--- src/rtl/frame_buffer_writer_pkg.sv ---
`default_nettype none
// ============================================================================
// Module   : frame_buffer_writer_pkg
// Purpose  : Shared types and defaults for the frame buffer writer slice.
//            Holds the sequencer state enum, the data-mode enum, a raw-mode
//            decoder, and the default frame geometry.
// Ports    : none (package)
// Revision : 1.0 - initial release
// ============================================================================
package frame_buffer_writer_pkg;

  localparam int FRAME_LEN_DEF = 384000;
  localparam int PRESCALE_DEF  = 16;
  localparam int MARK_MOD_DEF  = 50;

  typedef enum logic [1:0] {
    IDLE = 2'd0,
    RUN  = 2'd1,
    DONE = 2'd2
  } state_e;

  typedef enum logic [1:0] {
    MODE_MARK  = 2'd0,
    MODE_RAMP  = 2'd1,
    MODE_CONST = 2'd2
  } mode_e;

  // The reserved encoding 3 behaves as marker mode, so it is folded here once
  // and the rest of the datapath only ever sees legal enum values.
  function automatic mode_e decode_mode(input logic [1:0] raw);
    mode_e m;
    case (raw)
      2'd1:    m = MODE_RAMP;
      2'd2:    m = MODE_CONST;
      default: m = MODE_MARK;
    endcase
    return m;
  endfunction

endpackage
`default_nettype wire

--- src/rtl/frame_buffer_writer_if.sv ---
`default_nettype none
// ============================================================================
// Module   : frame_buffer_writer_if
// Purpose  : Valid/ready write port between the frame buffer writer and the
//            sample RAM.
// Signals  : wr_valid (writer->RAM) write request
//            wr_addr  (writer->RAM) write address, ADDR_W bits
//            wr_data  (writer->RAM) write data, DATA_W bits
//            wr_ready (RAM->writer) write accepted when valid && ready
// Modports : master (writer side), slave (RAM side)
// Revision : 1.0 - initial release
// ============================================================================
interface frame_buffer_writer_if #(
  parameter int ADDR_W = 16,
  parameter int DATA_W = 16
);

  logic              wr_valid;
  logic [ADDR_W-1:0] wr_addr;
  logic [DATA_W-1:0] wr_data;
  logic              wr_ready;

  modport master (
    output wr_valid,
    output wr_addr,
    output wr_data,
    input  wr_ready
  );

  modport slave (
    input  wr_valid,
    input  wr_addr,
    input  wr_data,
    output wr_ready
  );

endinterface
`default_nettype wire

--- src/rtl/frame_buffer_writer_data_gen.sv ---
`default_nettype none
// ============================================================================
// Module   : frame_data_gen
// Purpose  : Maps (mode, address, constant) to the write data word and
//            registers it alongside the address register in the top level.
//            Marker mode emits all-ones when addr % MARK_MOD == 0, ramp mode
//            emits the address resized to DATA_W, constant mode emits the
//            latched constant.
// Ports    : clk      in  clock, rising edge
//            reset_n  in  asynchronous active-low reset
//            i_load   in  capture a new data word this cycle
//            i_mode   in  data mode (already decoded)
//            i_addr   in  address of the write being issued
//            i_const  in  latched constant for constant mode
//            o_data   out registered write data
// Revision : 1.0 - initial release
// ============================================================================
module frame_data_gen
  import frame_buffer_writer_pkg::*;
#(
  parameter int ADDR_W   = 16,
  parameter int DATA_W   = 16,
  parameter int MARK_MOD = MARK_MOD_DEF
) (
  input  logic              clk,
  input  logic              reset_n,
  input  logic              i_load,
  input  mode_e             i_mode,
  input  logic [ADDR_W-1:0] i_addr,
  input  logic [DATA_W-1:0] i_const,
  output logic [DATA_W-1:0] o_data
);

  // The modulo runs at least 32 bits wide so a MARK_MOD larger than the
  // address range still compares correctly (only address 0 is a marker).
  localparam int c_mw = (ADDR_W > 32) ? ADDR_W : 32;

  logic [c_mw-1:0]   w_addr_ext;
  logic              w_is_mark;
  logic [DATA_W-1:0] w_ramp;
  logic [DATA_W-1:0] w_data_nxt;
  logic [DATA_W-1:0] r_data;

  assign w_addr_ext = c_mw'(i_addr);
  assign w_is_mark  = ((w_addr_ext % c_mw'(MARK_MOD)) == '0);

  if (DATA_W >= ADDR_W) begin : g_ramp_wide
    assign w_ramp = DATA_W'(i_addr);
  end else begin : g_ramp_narrow
    assign w_ramp = i_addr[DATA_W-1:0];
  end

  always_comb begin
    w_data_nxt = '0;
    case (i_mode)
      MODE_RAMP:  w_data_nxt = w_ramp;
      MODE_CONST: w_data_nxt = i_const;
      default:    w_data_nxt = w_is_mark ? '1 : '0;
    endcase
  end

  always_ff @(posedge clk or negedge reset_n) begin
    if (!reset_n) begin
      r_data <= '0;
    end else if (i_load) begin
      r_data <= w_data_nxt;
    end
  end

  assign o_data = r_data;

endmodule
`default_nettype wire

--- src/rtl/frame_buffer_writer.sv ---
`default_nettype none
// ============================================================================
// Module   : frame_buffer_writer
// Purpose  : Walks a frame of FRAME_LEN ticks and issues one RAM write every
//            PRESCALE ticks over a valid/ready port, with start/abort/done
//            control and marker/ramp/constant data modes.
// Ports    : clk        in  clock, rising edge
//            reset_n    in  asynchronous active-low reset
//            start      in  begin a frame (honoured in IDLE only)
//            abort      in  terminate the frame, highest priority
//            mode       in  data mode, sampled with start
//            const_data in  constant-mode data, sampled with start
//            wr         --  write port (master modport)
//            busy       out high while in RUN
//            done       out one-cycle pulse at normal frame completion
// Revision : 1.0 - initial release
// ============================================================================
module frame_buffer_writer
  import frame_buffer_writer_pkg::*;
#(
  parameter int ADDR_W    = 16,
  parameter int DATA_W    = 16,
  parameter int CNT_W     = 33,
  parameter int FRAME_LEN = FRAME_LEN_DEF,
  parameter int PRESCALE  = PRESCALE_DEF,
  parameter int MARK_MOD  = MARK_MOD_DEF
) (
  input  logic                 clk,
  input  logic                 reset_n,
  input  logic                 start,
  input  logic                 abort,
  input  logic [1:0]           mode,
  input  logic [DATA_W-1:0]    const_data,
  frame_buffer_writer_if.master wr,
  output logic                 busy,
  output logic                 done
);

  localparam int               c_writes   = FRAME_LEN / PRESCALE;
  localparam int               c_pre_sh   = $clog2(PRESCALE);
  localparam logic [CNT_W-1:0] c_last     = CNT_W'(FRAME_LEN - 1);
  localparam logic [CNT_W-1:0] c_pre_mask = CNT_W'(PRESCALE - 1);

  // --------------------------------------------------------------------------
  // Elaboration-time parameter checks
  // --------------------------------------------------------------------------
  if (PRESCALE < 1 || (PRESCALE & (PRESCALE - 1)) != 0) begin : g_chk_prescale
    $error("frame_buffer_writer: PRESCALE must be a power of two >= 1");
  end

  if (FRAME_LEN < 1 || (FRAME_LEN % PRESCALE) != 0) begin : g_chk_frame
    $error("frame_buffer_writer: FRAME_LEN must be a positive multiple of PRESCALE");
  end

  if (MARK_MOD < 1) begin : g_chk_mark
    $error("frame_buffer_writer: MARK_MOD must be at least 1");
  end

  if (CNT_W < 63 && longint'(FRAME_LEN) >= (longint'(1) << CNT_W)) begin : g_chk_cnt
    $error("frame_buffer_writer: FRAME_LEN does not fit in CNT_W");
  end

  if (ADDR_W < 62 && longint'(c_writes) > (longint'(1) << ADDR_W)) begin : g_warn_wrap
    $warning("frame_buffer_writer: writes per frame exceed 2**ADDR_W, addresses wrap");
  end

  // --------------------------------------------------------------------------
  // State and datapath registers
  // --------------------------------------------------------------------------
  state_e            r_state;
  state_e            w_state_nxt;
  logic [CNT_W-1:0]  r_cnt;
  logic [CNT_W-1:0]  w_cnt_nxt;
  logic              r_valid;
  logic              w_valid_nxt;
  // Set when the counter has finished its walk but the final write (only
  // possible with PRESCALE == 1) is still on the bus waiting for acceptance.
  logic              r_tail;
  logic              w_tail_nxt;
  logic [ADDR_W-1:0] r_addr;
  mode_e             r_mode;
  logic [DATA_W-1:0] r_const;

  logic              w_stall;
  logic              w_issue;
  logic              w_at_end;
  logic              w_load;
  logic              w_latch;
  logic [ADDR_W-1:0] w_next_addr;
  logic [DATA_W-1:0] w_data;

  assign w_stall     = r_valid & ~wr.wr_ready;
  assign w_issue     = ((r_cnt & c_pre_mask) == '0);
  assign w_at_end    = (r_cnt == c_last);
  assign w_next_addr = ADDR_W'(r_cnt >> c_pre_sh);

  // --------------------------------------------------------------------------
  // FSM: next state, counter and handshake control
  // --------------------------------------------------------------------------
  always_comb begin
    w_state_nxt = r_state;
    w_cnt_nxt   = r_cnt;
    w_valid_nxt = r_valid;
    w_tail_nxt  = r_tail;
    w_load      = 1'b0;
    w_latch     = 1'b0;

    case (r_state)
      IDLE: begin
        w_valid_nxt = 1'b0;
        w_tail_nxt  = 1'b0;
        if (start && !abort) begin
          w_state_nxt = RUN;
          w_cnt_nxt   = '0;
          w_latch     = 1'b1;
        end
      end

      RUN: begin
        if (abort) begin
          w_state_nxt = IDLE;
          w_cnt_nxt   = '0;
          w_valid_nxt = 1'b0;
          w_tail_nxt  = 1'b0;
        end else if (r_tail) begin
          // Counter is done; finish once the last write is accepted.
          if (!w_stall) begin
            w_state_nxt = DONE;
            w_valid_nxt = 1'b0;
            w_tail_nxt  = 1'b0;
          end
        end else if (!w_stall) begin
          w_cnt_nxt   = r_cnt + CNT_W'(1);
          w_valid_nxt = w_issue;
          w_load      = w_issue;
          if (w_at_end) begin
            if (w_issue) begin
              w_tail_nxt = 1'b1;
            end else begin
              w_state_nxt = DONE;
            end
          end
        end
      end

      DONE: begin
        w_state_nxt = IDLE;
        w_cnt_nxt   = '0;
        w_valid_nxt = 1'b0;
        w_tail_nxt  = 1'b0;
      end

      default: begin
        w_state_nxt = IDLE;
        w_cnt_nxt   = '0;
        w_valid_nxt = 1'b0;
        w_tail_nxt  = 1'b0;
      end
    endcase
  end

  always_ff @(posedge clk or negedge reset_n) begin
    if (!reset_n) begin
      r_state <= IDLE;
    end else begin
      r_state <= w_state_nxt;
    end
  end

  always_ff @(posedge clk or negedge reset_n) begin
    if (!reset_n) begin
      r_cnt   <= '0;
      r_valid <= 1'b0;
      r_tail  <= 1'b0;
      r_addr  <= '0;
      r_mode  <= MODE_MARK;
      r_const <= '0;
    end else begin
      r_cnt   <= w_cnt_nxt;
      r_valid <= w_valid_nxt;
      r_tail  <= w_tail_nxt;
      if (w_load) begin
        r_addr <= w_next_addr;
      end
      if (w_latch) begin
        r_mode  <= decode_mode(mode);
        r_const <= const_data;
      end
    end
  end

  // --------------------------------------------------------------------------
  // Data word generation, registered in step with r_addr
  // --------------------------------------------------------------------------
  frame_data_gen #(
    .ADDR_W   (ADDR_W),
    .DATA_W   (DATA_W),
    .MARK_MOD (MARK_MOD)
  ) u_data_gen (
    .clk     (clk),
    .reset_n (reset_n),
    .i_load  (w_load),
    .i_mode  (r_mode),
    .i_addr  (w_next_addr),
    .i_const (r_const),
    .o_data  (w_data)
  );

  assign wr.wr_valid = r_valid;
  assign wr.wr_addr  = r_addr;
  assign wr.wr_data  = w_data;
  assign busy        = (r_state == RUN);
  assign done        = (r_state == DONE);

endmodule
`default_nettype wire

--- src/flat_wrapper.sv ---
// flat-port wrapper written by rule: the top's interface ports become plain ports
module frame_buffer_writer_flat import frame_buffer_writer_pkg::*;
#(
  parameter int ADDR_W    = 16,
  parameter int DATA_W    = 16,
  parameter int CNT_W     = 33,
  parameter int FRAME_LEN = FRAME_LEN_DEF,
  parameter int PRESCALE  = PRESCALE_DEF,
  parameter int MARK_MOD  = MARK_MOD_DEF
)
  (clk, reset_n, start, abort, mode, const_data, busy, done, wr_wr_valid, wr_wr_addr, wr_wr_data, wr_wr_ready);
  frame_buffer_writer_if #(.ADDR_W(ADDR_W), .DATA_W(DATA_W)) wr_i ();
  input  logic clk;
  input  logic reset_n;
  input  logic start;
  input  logic abort;
  input  logic [1:0] mode;
  input  logic [DATA_W-1:0] const_data;
  output logic busy;
  output logic done;
  output wire logic [$bits(wr_i.wr_valid)-1:0] wr_wr_valid;
  output wire logic [$bits(wr_i.wr_addr)-1:0] wr_wr_addr;
  output wire logic [$bits(wr_i.wr_data)-1:0] wr_wr_data;
  input wire logic [$bits(wr_i.wr_ready)-1:0] wr_wr_ready;
  assign wr_wr_valid = wr_i.wr_valid;
  assign wr_wr_addr = wr_i.wr_addr;
  assign wr_wr_data = wr_i.wr_data;
  assign wr_i.wr_ready = wr_wr_ready;
  frame_buffer_writer #(.ADDR_W(ADDR_W), .DATA_W(DATA_W), .CNT_W(CNT_W), .FRAME_LEN(FRAME_LEN), .PRESCALE(PRESCALE), .MARK_MOD(MARK_MOD)) u_core (.clk(clk), .reset_n(reset_n), .start(start), .abort(abort), .mode(mode), .const_data(const_data), .wr(wr_i), .busy(busy), .done(done));
endmodule
--- config.mk ---
export PLATFORM = sky130hd
export DESIGN_NAME = frame_buffer_writer_flat
export DESIGN_NICKNAME = d
export VERILOG_FILES = /design/src/rtl/frame_buffer_writer_pkg.sv /design/src/rtl/frame_buffer_writer_if.sv /design/src/rtl/frame_buffer_writer_data_gen.sv /design/src/rtl/frame_buffer_writer.sv /design/src/flat_wrapper.sv
export SDC_FILE = /design/constraint.sdc
export NUM_CORES = 1
export LEC_CHECK = 0
export ABC_AREA = 1
export BUFFER_PORTS_ARGS = -buffer_cell sky130_fd_sc_hd__buf_4
export CORE_UTILIZATION = 65
export CTS_CLUSTER_DIAMETER = 50
export DETAILED_ROUTE_END_ITERATION = 16
export PLACE_DENSITY = 0.83
export RECOVER_POWER = 25
export SLEW_MARGIN = 0
export SYNTH_ARGS = -nofsm -noshare
export SYNTH_HDL_FRONTEND = slang
export SYNTH_HIERARCHICAL = 1
export SYNTH_SLANG_ARGS = --single-unit
--- constraint.sdc ---
create_clock -name clk -period 18.53 [get_ports clk]
set_input_delay 0 -clock clk [delete_from_list [all_inputs] [get_ports clk]]
set_output_delay 0 -clock clk [all_outputs]
set_load 0.02 [all_outputs]
Yosys cells after proc, flatten, opt, wreduce, memory -nomap -nowiden
Cells that the tools add are included.

Add/sub/neg operators: 1. Multiply operators: 0. Div/mod/pow operators: 1. Order comparisons: 0. Eq/ne operators: 12. Shifts and indexed selects: 0. Mux-type cells: 34. Bitwise gates (word level): 2. Reductions and logical operators: 7.

Operators by type and width (count): 2-to-1 mux 33 bit (4); one-hot mux 33 bit (2 select lines) (1); adder 33 x 1 -> 33 bit, second input constant (1); == test 33 x 19 -> 1 bit, second input constant (1); logical NOT 33 bit (1); logical NOT 32 bit (1); modulo 16 x 6 -> 32 bit, second input constant (1); one-hot mux 16 bit (2 select lines) (1); 2-to-1 mux 1 bit (18); 2-to-1 mux 16 bit (1); 2-to-1 mux 2 bit (7); one-hot mux 2 bit (2 select lines) (2); == test 2 x 1 -> 1 bit, second input constant (3); == test 2 bit, second input constant (3); inequality test 3 bit, second input constant (2); inequality test 4 x 2 -> 1 bit, second input constant (1); inequality test 4 x 3 -> 1 bit, second input constant (1); AND reduction 4 bit (1); AND reduction 3 bit (1); logical NOT 2 bit (1); inequality test 2 x 1 -> 1 bit, second input constant (1); AND 1 bit (1); logical AND 1 bit (1); logical NOT 1 bit (1); inverter 1 bit (1).

Bits in registers: 87. Latch bits: 0. Bits in writable memories: 0. Bits in read-only memories: 0. Input port bits: 23. Output and inout bits: 35. Logic and storage cells: 65. Memories: 0.

Longest topological paths before layout
Gate-level depths: netlist of run 1.

Depth after elaboration: 7. Gate-level depth with buffers: 69. Gate-level depth less buffers: 68.

Hierarchy
Netlist of run 1, hierarchy kept.

Modules (own cells, without submodules): frame_buffer_writer (times used 1, cells an instance 512, area an instance 3716.1 sq um, sequential area each 1776.7 sq um); frame_data_gen (times used 1, cells an instance 566, area an instance 3417.0 sq um, sequential area each 400.4 sq um).

Worst setup path after synthesis of run 1
OpenSTA, ideal clock, no wires.

Kind: reg-to-reg. Start: register u_core.r_cnt[16]. End: register u_core.u_data_gen.r_data[0], in the netlist u_core/u_data_gen/o_data[0]. Setup time: 0.073 ns. Arrival: 6.488 ns. Data required time: 18.457 ns. Slack: 11.969 ns. Cell stages (with the launch flop): 56. Path buffers: 2. Clock period less this slack: 6.561 ns. Cells stage by stage: dfrtp_1 nor2_1 a21oi_1 ha_1 o21ai_2 nand3_2 nand2_2 nand4_1 a21oi_1 nand3_2 nand2_2 nand4_2 nand2_4 nand3_4 nand2_1 nand2_2 nor2_4 nand2_4 (+20 left out) nand2_1 nand4_1 nand2_1 buf_6 nand4_1 nand2_1 inv_1 ha_1 nand3_1 nand2_1 nand2_1 nand2_1 nand2_2 nand3_1 nor2_1 nand3_2 buf_6 a21oi_2.

Cells in the longest elaborated chain, start to end: 4.

Ends and longest elaborated chain: from (decl) (RTL line frame_buffer_writer.sv:72) `logic [CNT_W-1:0] r_cnt;`; from (signal assigned) (RTL line frame_buffer_writer.sv:179) `r_cnt <= w_cnt_nxt;`; modulo 16 x 6 -> 32 bit (RTL line frame_buffer_writer_data_gen.sv:45) `assign w_is_mark = ((w_addr_ext % c_mw'(MARK_MOD)) == '0);`; logical NOT 32 bit (RTL line frame_buffer_writer_data_gen.sv:45); 2-to-1 mux 16 bit (RTL line frame_buffer_writer_data_gen.sv:58) `default: w_data_nxt = w_is_mark ? '1 : '0;`; one-hot mux 16 bit (2 select lines) (RTL line frame_buffer_writer_data_gen.sv:55) `case (i_mode)`; to (signal assigned) (RTL line frame_buffer_writer_data_gen.sv:66) `r_data <= w_data_nxt;`; to (decl) (RTL line frame_buffer_writer_data_gen.sv:42) `logic [DATA_W-1:0] r_data;`.

Every way passes these cells. A chain may end at the register's enable or synchronous reset.

Final worst setup path of run 1
Start: register u_core.r_cnt[18]. End: register u_core.u_data_gen.r_data[10], in the netlist u_core/u_data_gen/o_data[10].

Same word-level chain as after synthesis.

==> results of run 1 <==
==> layer usage <==
| layer | vias up | routed length, um |
|---|---|---|
| met4 | 0 | 553 |
| met5 | - | 0 |
| li1 | 3628 | - |
| met3 | 45 | 1190 |
| met1 | 3287 | 8180 |
| met2 | 275 | 8720 |
==> sequential cells by signal (all words and copies together) (netlist names) <==
signal	cells
u_core/r_cnt	33
u_core/r_const	16
u_core/u_data_gen/o_data	16
u_core/wr.wr_addr	16
u_core/r_mode	2
u_core/r_state	2
u_core/r_tail	1
u_core/wr.wr_valid	1
==> power breakdown <==
| group | internal, uW | switching [uW] | leakage [uW] |
|---|---|---|---|
| clock network | 65.2 | 77.8 | 0.000100 |
| registers | 228 | 24.2 | 0.00113 |
| logic | 58.8 | 159 | 0.00282 |
| total | 352 | 261 | 0.00405 |
==> cell usage after synthesis, drive strengths merged <==
cell	count	area, um2
a21boi	1	7.51
a21o	2	15.0
a21oi	46	268
a22o	2	17.5
a22oi	1	7.51
a31o	1	8.76
a31oi	3	18.8
and2	1	6.26
and3	1	6.26
buf	10	83.8
clkbuf	9	33.8
clkinv	3	16.3
dfrtp	87	2180
dlygate4sd1	2	17.5
ha	7	87.6
inv	127	479
nand2	393	1640
nand3	120	731
nand3b	2	15.0
nand4	51	365
nor2	138	692
nor3	11	66.3
nor4	4	25.0
o2111ai	1	8.76
o21ai	37	189
o21bai	1	7.51
o31ai	1	7.51
or2	1	8.76
xnor2	2	17.5
xor2	13	114
==> layout make-up <==
| type | instances | area [um2] | area share [%] |
|---|---|---|---|
| multi-input cells | 840 | 4330 | 54.6 |
| well taps | 136 | 170 | 2.15 |
| flip-flops and latches | 87 | 2180 | 27.5 |
| clock buffers | 9 | 124 | 1.56 |
| inverters | 130 | 495 | 6.26 |
| repair buffers | 80 | 539 | 6.81 |
| clock inverters | 7 | 85.1 | 1.07 |
==> per-stage QoR <==
stage | instance area (um2) | worst slack [ps] | total power (uW)
after detailed placement | 7600 | 10660 | 476
after CTS | 8030 | 10580 | 623
after global placement | 7600 | 10830 | 472
after floorplan | 7130 | 11970 | 409
final | 7920 | 10510 | 613
after global routing | 7920 | 9650 | 647
==> kinds of logic (layout without fill, tap and decap cells) <==
group / count (synthesis) / after routing / synth area share [%]
compound gates: 96 / 96 / 7.79
fa+ha+maj: 7 / 7 / 1.23
xor+xnor: 15 / 15 / 1.84
buf+inv: 151 / 226 / 8.84
flops: 87 / 87 / 30.5
simple gates: 722 / 722 / 49.8
==> worst min-delay path by stage <==
| stage | cells past startpoint | from | end |
|---|---|---|---|
| floorplan | 0 | reset_n | u_core/r_cnt[0]$_DFFE_PN0P_ |
| global placement | 1 | reset_n | u_core/r_cnt[30]$_DFFE_PN0P_ |
| detailed placement | 1 | reset_n | u_core/r_cnt[30]$_DFFE_PN0P_ |
| CTS | 2 | reset_n | u_core/r_cnt[30]$_DFFE_PN0P_ |
| global route | 7 | start | u_core/r_state[1]$_DFFE_PN0P_ |
| finish | 7 | start | u_core/r_state[1]$_DFFE_PN0P_ |
==> worst max-delay path: cells and delay by family, from the launching register on <==
kind / cells / cell delay, ps
flops: 1 / 570
simple gates: 45 / 6010
fa+ha+maj: 2 / 350
compound gates: 3 / 570
buf+inv: 3 / 400
==> cell usage in the layout (no fill, tap or decap), types with 10 or more instances in the layout <==
master	synthesis	final
nor3_1	10	10
nand2_1	347	347
dlygate4sd3_1	0	22
nand4_1	45	45
nand2_2	37	37
a21oi_1	36	36
o21ai_0	34	34
inv_1	112	112
buf_4	1	27
xor2_1	13	13
a21oi_2	10	10
clkbuf_1	9	31
dfrtp_1	87	87
nand3_1	100	100
nand3_2	16	16
inv_2	14	14
nor2_4	18	18
nor2_1	110	110
==> qor.txt, run 1 <==
CP Max Fanout: 30
TritonCTS clock tree: yes
Hold_ws: 182 ps
Sum Neg Setup Slack: 0 ps
Via count: 7235
Core box area: 0.0105 mm2
CTS Hold Buffers Added: 22
Worst r2r src: u_core/r_cnt[18]$_DFFE_PN0P_
Initial core utilization: 68.2%
Hold/Removal Path Class: input pin to flop
Sequential share of the synthesized area: 30.5%
Final Non-Filler Cells: 1289
Tcrit/Tclk final: 43.3%
Share of post-route cells with drive strength above 1: 15.0%
GR Layer Usage met3: 4.80%
RSZ-0062 raised after global routing: false
Avg Cell Area, Syn: 6.62 um2
GR Layer Usage met1: 46.3%
Final setup fails: 0
Worst setup path startpoint: u_core/r_cnt[18]$_DFFE_PN0P_
Routability cong.: 0.922
Min Clock Period, post-route: 8020 ps
CTS max path bufs: 2
Worst r2r path cells: 53
Largest net degree at the start of global routing: 66
# fillers: 863
N_diodes: 0
Die X: 107 um
Initial DRC count: 748
Vias per inst: 5.61
H-tree levels: 3
Fin util: 75.7%
Crit-path max cell delay: 570 ps
GRT met2 Usage: 55.4%
Worst Setup EP: u_core/u_data_gen/o_data[10]$_DFFE_PN0P_
CTS sink count: 87
GRT Total Usage: 34.1%
Arrival time at the worst endpoint: 8300 ps
Mapped Nets: 1108
First-pass GRT wire length: 30900 um
Max-slew violation count: 0
Crit path required time: 18810 ps
Critical path capture point type: flop
Row cnt: 37
# port buffers: 57
Post-DRT Antenna Nets: 0
Status: finished, final reports clean
Worst-Margin Slew: 1300 ps
Mapped Area: 0.00713 mm2
Clock Pin Slew Worst Setup and Hold Paths: 100 ps
Reg-to-Reg End: u_core/u_data_gen/o_data[10]$_DFFE_PN0P_
Number of synthesis warnings: 6
Per-cell routed wire length: 14.5 um
Cells after Synth: 1078
Inst Count DP: 1251
Count of cells resized by post-cts repair: 0
# IOs: 58
Die height: 107 um
Remaining global-route overflow: 0
WS Path Type: flop to flop
Synth Register Bits: 87
Most used cell, CP: nand2_1
# Max-Cap Violations: 0
Hold Vio Cnt, Final: 0
CP max stage cell: dfrtp_1
Leak: 0.00405 uW
Vias in the first global route: 6597
Total Routed Length: 18600 um
Peak Freq: 125 MHz
Pwr/cell area: 77.4 mW/mm2
Worst-skew pair later-pin latency: 370 ps
Final #Nets: 1178
Cts bufs inserted: 9
Top Usage Layer GRT: met2
Initial antenna violation count: 0
Final clock skew: 16.2 ps
Post-CTS setup buffers: 0
Worst reg-to-reg setup slack: 10510 ps
Pre-antenna DRT Iters: 6
Die ar.: 0.0114 mm2
Max-slew headroom: 13.3%
Startpoint Class: flop
Peak VDD IR: 0.0903 mV
DRC viols: 0
Clock root cell: clkbuf_8
Area Overhead vs Synth: 11.0%
Netlist cell types: 48
DP Wirelength: 13700 um
No activity file was read; power rests on OpenSTA's default activity.
==> run 2, diff against run 1 <==
Settings changed: CORE_UTILIZATION 65 to 56, PLACE_DENSITY 0.83 to 0.75.
Clock period 18.53 ns to 7.22 ns, I/O delays scaled along.
==> qor.txt, run 2 (synthesis results as in run 1) <==
Vias per inst: 5.48 (was 5.61)
Die ar.: 0.0132 mm2 (was 0.0114 mm2)
RSZ-0062 raised after global routing: true (was false)
CP Max Fanout: 8 (was 30)
# Max-Cap Violations: 1 (was 0)
Leak: 0.00458 uW (was 0.00405 uW)
First-pass GRT wire length: 31000 um (was 30900 um)
GRT Total Usage: 29.7% (was 34.1%)
Initial core utilization: 58.4% (was 68.2%)
Pre-CTS setup slack: -125 ps (was 10660 ps)
Worst setup path startpoint: u_core/r_cnt[17]$_DFFE_PN0P_ (was u_core/r_cnt[18]$_DFFE_PN0P_)
Clock Pin Slew Worst Setup and Hold Paths: 60 ps (was 100 ps)
Largest net degree at the start of global routing: 49 (was 66)
Tcrit/Tclk final: 101% (was 43.3%)
Total Routed Length: 20400 um (was 18600 um)
WS Path Type: flop to flop (unchanged)
Max-slew violation count: 41 (was 0)
Crit-path max cell delay: 430 ps (was 570 ps)
Min Clock Period, post-route: 7300 ps (was 8020 ps)
Final worst slack: -82.2 ps (was 10510 ps)
Status: complete, but fails checks (was finished, final reports clean)
Initial DRC count: 726 (was 748)
Cts bufs inserted: 9 (unchanged)
Pre-antenna DRT Iters: 5 (was 6)
Clock root cell: clkbuf_16 (was clkbuf_8)
Peak VDD IR: 0.237 mV (was 0.0903 mV)
Worst-skew pair later-pin latency: 340 ps (was 370 ps)
Failing checks: max-capacitance violations, max-slew violations, negative setup slack
Max-slew headroom: -44.1% (was 13.3%)
Register with the most flip-flops: u_core/r_cnt (unchanged)
Most common cell after layout, fill and taps aside: nand2_1 (unchanged)
Hold/Removal Path Class: input pin to flop (unchanged)
Worst r2r src: u_core/r_cnt[17]$_DFFE_PN0P_ (was u_core/r_cnt[18]$_DFFE_PN0P_)
CTS sink count: 87 (unchanged)
Buffers & Inverters on Critical Path: 4 (was 3)
TritonCTS clock tree: yes (unchanged)
Peak Freq: 137 MHz (was 125 MHz)
DP Wirelength: 13700 um (about the same)
CP max stage cell: dfrtp_2 (was dfrtp_1)
Delay-heaviest family, CP: simple AND/OR/NAND/NOR gates (unchanged)
DRC viols: 0 (unchanged)
# IOs: 58 (unchanged)
Crit path required time: 7490 ps (was 18810 ps)
Final #Nets: 1231 (was 1178)
Final setup fails: 16 (was 0)
Post-DRT Antenna Nets: 0 (unchanged)
Routability cong.: 0.893 (was 0.922)
H-tree levels: 3 (unchanged)
# port buffers: 57 (unchanged)
Via count: 7530 (was 7235)
Per-cell routed wire length: 14.9 um (was 14.5 um)
Arrival time at the worst endpoint: 7580 ps (was 8300 ps)
Commonest non-fill, non-tap cells in the layout: nand2_1, inv_1, nor2_1, buf_4, dfrtp_1 (was nand2_1, inv_1, nor2_1, nand3_1, dfrtp_1)
Hold Vio Cnt, Final: 0 (unchanged)
Die height: 115 um (was 107 um)
Pwr/cell area: 193 mW/mm2 (was 77.4 mW/mm2)
Die X: 115 um (was 107 um)
Area Overhead vs Synth: 25.8% (was 11.0%)
Final clock skew: 7.72 ps (was 16.2 ps)
Worst-Margin Slew: 2160 ps (was 1300 ps)
Fin util: 73.5% (was 75.7%)
Critical path capture point type: flop (unchanged)
Row cnt: 40 (was 37)
CTS max path bufs: 2 (unchanged)
Number of flip-flops in the largest register: 33 (unchanged)
Worst Min Path Start: start (unchanged)
Share of post-route cells with drive strength above 1: 25.2% (was 15.0%)
Core box area: 0.0122 mm2 (was 0.0105 mm2)
N_diodes: 0 (unchanged)
Vias in the first global route: 6638 (was 6597)
Remaining global-route overflow: 0 (unchanged)
Total power: 1740 uW (was 613 uW)
Initial antenna violation count: 0 (unchanged)
Startpoint Class: flop (unchanged)
-- run 2: through the flow --
stage / instances / hold WS (ps) / setup TNS [ps] / instance area (um2)
after floorplan: 1078 / -296 / 0 / 7130
after global placement: 1292 / 3.78 / 0 / 7710
after detailed placement: 1292 / 6.88 / -1320 / 7710
after CTS: 1336 / 186 / 0 / 8310
after global routing: 1374 / 251 / -8680 / 8970
final: 1374 / 201 / -1080 / 8970
-- run 2: timing repair --
action	in CTS	in global routing
hold buffers	22	0
endpoints found under the setup margin	16	16
buffers inserted	6	35
hold endpoints to repair	61	0
cloned	0	3
resized for setup	8	88
pin swaps	7	52
-- run 2: cell type report --
cell class / instances / area, um2
timing repair buffer: 131 / 1050
sequential: 87 / 2180
multi-input combinational: 842 / 4740
clock inverter: 6 / 68.8
fill: 1015 / 3240
inverter: 130 / 498
clock buffer: 10 / 229
tap: 168 / 210
-- run 2: final timing paths --
path | end | slack [ps] | depth (start not counted)
max | u_core/u_data_gen/o_data[8]$_DFFE_PN0P_ | -80 | 56
min | u_core/r_state[1]$_DFFE_PN0P_ | 200 | 7
max reg2reg | u_core/u_data_gen/o_data[8]$_DFFE_PN0P_ | -80 | 56
min reg2reg | u_core/r_const[4]$_DFFE_PN0P_ | 480 | 2
max in group asynchronous | u_core/u_data_gen/o_data[1]$_DFFE_PN0P_ | 4830 | 3
min in group asynchronous | u_core/r_cnt[30]$_DFFE_PN0P_ | 830 | 2
-- run 2: metal layers --
metal	global-route usage, %	wire length (um)	up-vias
li1	-	-	3750
met1	40.1	8960	3520
met2	49.8	10100	227
met3	2.21	910	33
met4	11.6	474	0
met5	0	0	-
-- run 2: power by group --
group / internal (uW) / switching (uW)
Sequential: 586 / 64.7
Clock: 270 / 193
Combinational: 206 / 416
Total: 1060 / 674
-- run 2: worst reg2reg max path, delay by kind of cell, from the launching register on --
kind,cells,cell delay [ps]
and+or+nand+nor,48,5380
buffers and inverters,4,630
AOI/OAI and AO/OA,3,450
DFF,1,430
adders and majority gates,1,330
